<file path="config.mk">
export PLATFORM = sky130hd
export DESIGN_NAME = snake_dir_ctrl_flat
export DESIGN_NICKNAME = d
export VERILOG_FILES = /design/src/rtl/snake_dir_if.sv /design/src/rtl/snake_dir_ctrl.sv /design/src/flat_wrapper.sv
export SDC_FILE = /design/constraint.sdc
export NUM_CORES = 1
export LEC_CHECK = 0
export ABC_CLOCK_PERIOD_IN_PS = 3400
export CAP_MARGIN = 10
export CORE_UTILIZATION = 55
export CTS_CLUSTER_DIAMETER = 100
export DETAILED_ROUTE_END_ITERATION = 10
export PLACE_DENSITY = 0.71
export SLEW_MARGIN = 20
export SYNTH_ARGS = -nofsm -noshare
export SYNTH_HDL_FRONTEND = slang
export SYNTH_SLANG_ARGS = --single-unit
</file>
<file path="constraint.sdc">
create_clock -name clk -period 3.4 [get_ports clk]
set_input_delay 0.68 -clock clk [delete_from_list [all_inputs] [get_ports clk]]
set_output_delay 0.68 -clock clk [all_outputs]
set_load 0.02 [all_outputs]
</file>
<file path="src/rtl/snake_dir_if.sv">
// Key/step/init inputs and direction outputs shared by the snake direction controller and its driver.
// The master side drives buttons and head-step strobes. The slave side is the controller.
interface snake_dir_if;
  logic [3:0] key_n;
  logic       step;
  logic       init;
  logic [2:0] dir;
  logic       turn_pending;
  logic       turn_rejected;

  modport master (
    output key_n, step, init,
    input  dir, turn_pending, turn_rejected
  );

  modport slave (
    input  key_n, step, init,
    output dir, turn_pending, turn_rejected
  );
endinterface

</file>
<file path="src/rtl/snake_dir_ctrl.sv">
// Button-to-direction controller: synchronise, debounce, arbitrate, validate and queue turns, commit one per step.
// Macro SNAKE_TURN_QUEUE_EN selects a 2-entry turn FIFO instead of the single overwrite slot.
module snake_dir_ctrl #(
  parameter int SYNC_STAGES     = 2,
  parameter int DEBOUNCE_CYCLES = 250000,
  parameter int CNT_W           = 18
) (
  input  logic       clk,
  input  logic       rst,
  snake_dir_if.slave bus
);
  localparam logic [2:0] DIR_UP    = 3'b100;
  localparam logic [2:0] DIR_DOWN  = 3'b110;
  localparam logic [2:0] DIR_LEFT  = 3'b000;
  localparam logic [2:0] DIR_RIGHT = 3'b001;
  localparam logic [CNT_W-1:0] CNT_LAST = CNT_W'(DEBOUNCE_CYCLES - 1);

  logic [3:0][SYNC_STAGES-1:0] sync_q, sync_d;
  logic [3:0]                  synced;
  logic [3:0]                  db_q, db_d;
  logic [3:0][CNT_W-1:0]       dcnt_q, dcnt_d;
  logic [3:0]                  press;

  logic       req_vld, req_others, req_ok;
  logic [2:0] req_dir;
  logic [2:0] cur_q, cur_d;
  logic [2:0] head_dir, ref_dir;
  logic       pending;
  logic       rej_q, rej_d;

  always_comb begin
    for (int k = 0; k < 4; k++) begin
      sync_d[k] = {sync_q[k][SYNC_STAGES-2:0], bus.key_n[k]};
      synced[k] = sync_q[k][SYNC_STAGES-1];
      db_d[k]   = db_q[k];
      dcnt_d[k] = '0;
      if (synced[k] != db_q[k]) begin
        if (dcnt_q[k] == CNT_LAST) db_d[k] = synced[k];
        else                       dcnt_d[k] = dcnt_q[k] + CNT_W'(1);
      end
    end
  end

  // Press fires in the cycle the debounced level falls, so the queue is written on that same edge.
  assign press = db_q & ~db_d;

  always_comb begin
    req_vld    = 1'b1;
    req_dir    = DIR_UP;
    req_others = 1'b0;
    if (press[0]) begin
      req_dir    = DIR_UP;
      req_others = |press[3:1];
    end else if (press[1]) begin
      req_dir    = DIR_DOWN;
      req_others = |press[3:2];
    end else if (press[2]) begin
      req_dir    = DIR_LEFT;
      req_others = press[3];
    end else if (press[3]) begin
      req_dir    = DIR_RIGHT;
    end else begin
      req_vld    = 1'b0;
    end
  end

  assign req_ok = req_vld && (req_dir[2] != ref_dir[2]);

`ifdef SNAKE_TURN_QUEUE_EN
  logic [2:0] q0_q, q0_d, q1_q, q1_d;
  logic [1:0] qcnt_q, qcnt_d;
  logic       pop, push;

  assign head_dir = (qcnt_q != 2'd0) ? q0_q : cur_q;
  assign ref_dir  = (qcnt_q == 2'd2) ? q1_q : head_dir;
  assign pending  = (qcnt_q != 2'd0);
  assign pop      = bus.step && (qcnt_q != 2'd0);
  assign push     = req_ok && ((qcnt_q != 2'd2) || pop);

  always_comb begin
    cur_d  = cur_q;
    q0_d   = q0_q;
    q1_d   = q1_q;
    qcnt_d = qcnt_q;
    rej_d  = 1'b0;
    if (bus.init) begin
      cur_d  = DIR_UP;
      qcnt_d = 2'd0;
    end else begin
      rej_d = req_others || (req_vld && !push);
      if (pop) begin
        cur_d  = q0_q;
        q0_d   = q1_q;
        qcnt_d = qcnt_d - 2'd1;
      end
      if (push) begin
        if (qcnt_d == 2'd0) q0_d = req_dir;
        else                q1_d = req_dir;
        qcnt_d = qcnt_d + 2'd1;
      end
    end
  end

  always_ff @(posedge clk or negedge rst) begin
    if (!rst) begin
      q0_q   <= DIR_UP;
      q1_q   <= DIR_UP;
      qcnt_q <= 2'd0;
    end else begin
      q0_q   <= q0_d;
      q1_q   <= q1_d;
      qcnt_q <= qcnt_d;
    end
  end
`else
  logic [2:0] slot_q, slot_d;
  logic       full_q, full_d;

  assign head_dir = full_q ? slot_q : cur_q;
  assign ref_dir  = head_dir;
  assign pending  = full_q;

  // A later press validated against the held entry replaces it; the latest press wins.
  always_comb begin
    cur_d  = cur_q;
    slot_d = slot_q;
    full_d = full_q;
    rej_d  = 1'b0;
    if (bus.init) begin
      cur_d  = DIR_UP;
      full_d = 1'b0;
    end else begin
      rej_d = req_others || (req_vld && !req_ok);
      if (bus.step && full_q) begin
        cur_d  = slot_q;
        full_d = 1'b0;
      end
      if (req_ok) begin
        slot_d = req_dir;
        full_d = 1'b1;
      end
    end
  end

  always_ff @(posedge clk or negedge rst) begin
    if (!rst) begin
      slot_q <= DIR_UP;
      full_q <= 1'b0;
    end else begin
      slot_q <= slot_d;
      full_q <= full_d;
    end
  end
`endif

  always_ff @(posedge clk or negedge rst) begin
    if (!rst) begin
      sync_q <= '1;
      db_q   <= '1;
      dcnt_q <= '0;
      cur_q  <= DIR_UP;
      rej_q  <= 1'b0;
    end else begin
      sync_q <= sync_d;
      db_q   <= db_d;
      dcnt_q <= dcnt_d;
      cur_q  <= cur_d;
      rej_q  <= rej_d;
    end
  end

  assign bus.dir           = head_dir;
  assign bus.turn_pending  = pending;
  assign bus.turn_rejected = rej_q;
endmodule
</file>
<file path="src/flat_wrapper.sv">
// flat-port wrapper written by rule: the top's interface ports become plain ports
module snake_dir_ctrl_flat 
#(
  parameter int SYNC_STAGES     = 2,
  parameter int DEBOUNCE_CYCLES = 250000,
  parameter int CNT_W           = 18
)
  (clk, rst, bus_key_n, bus_step, bus_init, bus_dir, bus_turn_pending, bus_turn_rejected);
  snake_dir_if bus_i ();
  input  logic clk;
  input  logic rst;
  input wire logic [$bits(bus_i.key_n)-1:0] bus_key_n;
  input wire logic [$bits(bus_i.step)-1:0] bus_step;
  input wire logic [$bits(bus_i.init)-1:0] bus_init;
  output wire logic [$bits(bus_i.dir)-1:0] bus_dir;
  output wire logic [$bits(bus_i.turn_pending)-1:0] bus_turn_pending;
  output wire logic [$bits(bus_i.turn_rejected)-1:0] bus_turn_rejected;
  assign bus_i.key_n = bus_key_n;
  assign bus_i.step = bus_step;
  assign bus_i.init = bus_init;
  assign bus_dir = bus_i.dir;
  assign bus_turn_pending = bus_i.turn_pending;
  assign bus_turn_rejected = bus_i.turn_rejected;
  snake_dir_ctrl #(.SYNC_STAGES(SYNC_STAGES), .DEBOUNCE_CYCLES(DEBOUNCE_CYCLES), .CNT_W(CNT_W)) u_core (.clk(clk), .rst(rst), .bus(bus_i));
endmodule
</file>
==> results by group <==
Routing
  • DRT antenna net count: 0
  • Via density: ~5.4
  • Drt pass-1 iters: 4
  • DRT iter0 DRCs: 124
  • Avg WL per Cell: roughly 14 um
  • DRT Wirelength: about 7500 um
  • Via count: about 3,000
  • Drt drc: 0

Clock tree
  • Post-CTS setup buffer count: 0
  • CTS Buffer Depth: 2
  • TritonCTS Buffers: 9
  • Number of hold buffers added after cts: 0
  • Htree depth: 3
  • Clock transition at the registers of the reported paths: 0.09 ns
  • TritonCTS clock tree: built
  • Clock root cell: clkbuf_8
  • Post-CTS Resized: 0
  • Num Clock Sinks: slightly above 90
  • Clk_lat worst skew: about 0.36 ns

Floorplan
  • Die area: 8300 um^2
  • Core footprint: roughly 7700 um^2
  • Die extent in x: around 91 um
  • Initial core utilization: 0.568
  • IO Pins: 13
  • Die Y: slightly above 90 um
  • Placement row count: 32

Synth
  • Syn Area/Cell: just over 10 um^2
  • Area contributors post-synth: dfrtp_1 45%, dfstp_2 8.4%, xor2_1 7.6%
  • Syn Nets: 443
  • Synth top area share: 0.447
  • YS warnings: 0
  • Mapped Cells: between 400 and 500
  • Seq/Total Area, Yosys: 0.531
  • Number of flops mapped to enable cells by yosys: 0
  • Register bit total from synthesis: 92
  • Cell taking the most area after synthesis: dfrtp_1
  • Netlist Area Pre-Place: ~4400 um^2
  • Synth async-reset ratio: 1.00
  • Top FF cell, synth: dfrtp_1
  • Distinct cells, synth: between 40 and 50

Cells and area
  • Area Overhead vs Synth: 10.7%
  • Nets@finish: approximately 460
  • Share of cells above drive strength 1: 0.111
  • Antenna cells: 0
  • Most frequent cells in the layout: 85 x nor2_1, 78 x dfrtp_1, 38 x xor2_1, 30 x nand3_1, 30 x nand2_1
  • Commonest non-fill, non-tap cell in the layout: nor2_1
  • Non-Filler Instances: 554

Timing
  • Final Critical Period: 2.90 ns
  • Worst slew pin tran: about 0.68 ns
  • Setup Viol. Count Final: 0
  • Min setup slack post-route: just under 0.5 ns
  • Fin. Hold Viols: 0
  • Clock skew: a little under 0.007 ns
  • Setup TNS Final: 0 ns
  • Slew Limit Fails: 0
  • Period utilization: 0.854
  • RSZ-0062 raised after global routing: false
  • Max Fclk: 0.344 GHz
  • Relative slew slack: 0.548

Placement
  • Post-Place Setup Slack: between 0.8 and 0.9 ns
  • Dpl cells: about 540
  • Placer Congestion: 0.756
  • Final HPWL DP: around 5200 um
  • # port buffers: 12

Worst setup path
  • Worst Path Buf+Inv: 2
  • Worst EP required: ~2.7 ns
  • CP max stage delay: about 0.59 ns
  • CP max-delay cell: mux2i_1
  • Crit-path max FO: 9
  • R2R depth: 4
  • CP Capture Type: output pin
  • CP delay by family, top: buffers and inverters
  • Register-to-register setup slack: ~1.2 ns
  • Critical path launch point: u_core.bus.turn_pending
  • Arrival @ worst endpoint: 2.22 ns
  • Reg2reg end: u_core.dcnt_q[6]
  • Sequence of cells on the critical path: mux2i_1 > inv_1 > clkdlybuf4s50_1
  • Worst setup SP type: register
  • Setup CP Type: register to output pin
  • Worst setup path end: bus_dir[2]
  • Crit. path cell count: 3
  • Reg-to-reg startpoint: u_core.dcnt_q[4]

Power
  • Final Total Pwr: 2.11 mW
  • Switching pwr: roughly 0.44 mW
  • Reg power frac: 0.534
  • Sw frac: 0.210
  • Leakage: approximately 2.1 nW
  • Logic pwr share: 0.032
  • Peak VDD IR: between 0.0002 and 0.0003 V
  • P_int: about 1.7 mW
  • Clock power frac: 0.433
  • Cell Pwr Density: around 440 nW/um^2

Global routing
  • Overflow after GRT: 0
  • Antenna violations before repair: 0
  • First-pass GRT wire length: 13,300 um
  • Vias in the first global route: approximately 2,900
  • GRT Total Usage: 0.202
  • Pin count of the biggest net entering global routing: 46

Min path
  • Worst Hold Class: primary input to async pin

Outcome
  • Status: complete, no violations

Run
  • Max cap viols: 0
-- flip-flops by register name, indices dropped and copies added, names as in the netlist --
name and cells:
u_core.db_q 4, u_core.cur_q 3, u_core.bus.turn_rejected 1, u_core.dcnt_q 72
u_core.sync_d 4, u_core.sync_q 4, u_core.bus.turn_pending 1, u_core.slot_q 3
-- metal layers --
layer | vias to the layer above | global-route usage | share of wire
met5 | - | 0 | 0
met1 | 1462 | 0.264 | 0.49
met4 | 0 | 0.0688 | 0.014
li1 | 1497 | - | -
met3 | 12 | 0.0603 | 0.030
met2 | 35 | 0.321 | 0.46
-- power by group through the flow --
stage	Combinational, mW	Clock [mW]	Sequential [mW]
after global placement	0.0701	0	1.15
final	0.0685	0.914	1.13
after floorplan	0.0346	0	1.15
after detailed placement	0.0709	0	1.15
after CTS	0.0715	0.938	1.13
after global routing	0.0807	0.980	1.13
-- cell usage after synthesis, types with 5 or more instances --
cell and n:
nor2_1 85, nand3_1 30, xnor2_1 25, dfstp_2 14, or3_1 5, dfrtp_1 78
nor4b_1 5, xor2_1 38, mux2_2 6, nand2_1 30, and3_1 15, nand4_1 14
a21oi_1 10, inv_1 10, nor3_1 9
-- per-stage QoR --
stage               hold WS, ns  area (um^2)   util
floorplan                 0.345         4370      -
global placement          0.347         4580  0.595
detailed placement        0.347         4580  0.595
CTS                       0.321         4830  0.629
global route              0.335         4830  0.629
finish                    0.310         4830  0.629
-- worst min path at each step --
stage	startpoint	end	slack, ns
finish	rst	u_core.dcnt_q[45]	0.31
global route	rst	u_core.dcnt_q[46]	0.33
CTS	rst	u_core.dcnt_q[44]	0.32
detailed placement	u_core.sync_d[3]	u_core.sync_q[3]	0.35
global placement	u_core.sync_d[7]	u_core.sync_q[7]	0.35
floorplan	u_core.sync_d[1]	u_core.sync_q[1]	0.35
-- area by class of cell --
cell class / count / area (um^2)
Fill cell: 647 / 2850
Sequential cell: 92 / 2320
Multi-Input combinational cell: 320 / 1960
Clock buffer: 11 / 151
Timing Repair Buffer: 14 / 133
Tap cell: 102 / 128
Clock inverter: 5 / 108
Inverter: 10 / 37.5
-- cells by family after synthesis --
family                     count (synthesis)  share of synthesized area
AOI/OAI and AO/OA                         23                     0.0329
xor gates and xnor gates                  63                      0.126
adders and majority gates                  4                     0.0115
buffers and inverters                     19                     0.0206
DFF                                       92                      0.531
muxes                                      7                     0.0178
and+or+nand+nor                          223                      0.260
(Power assumes the default switching activity.)
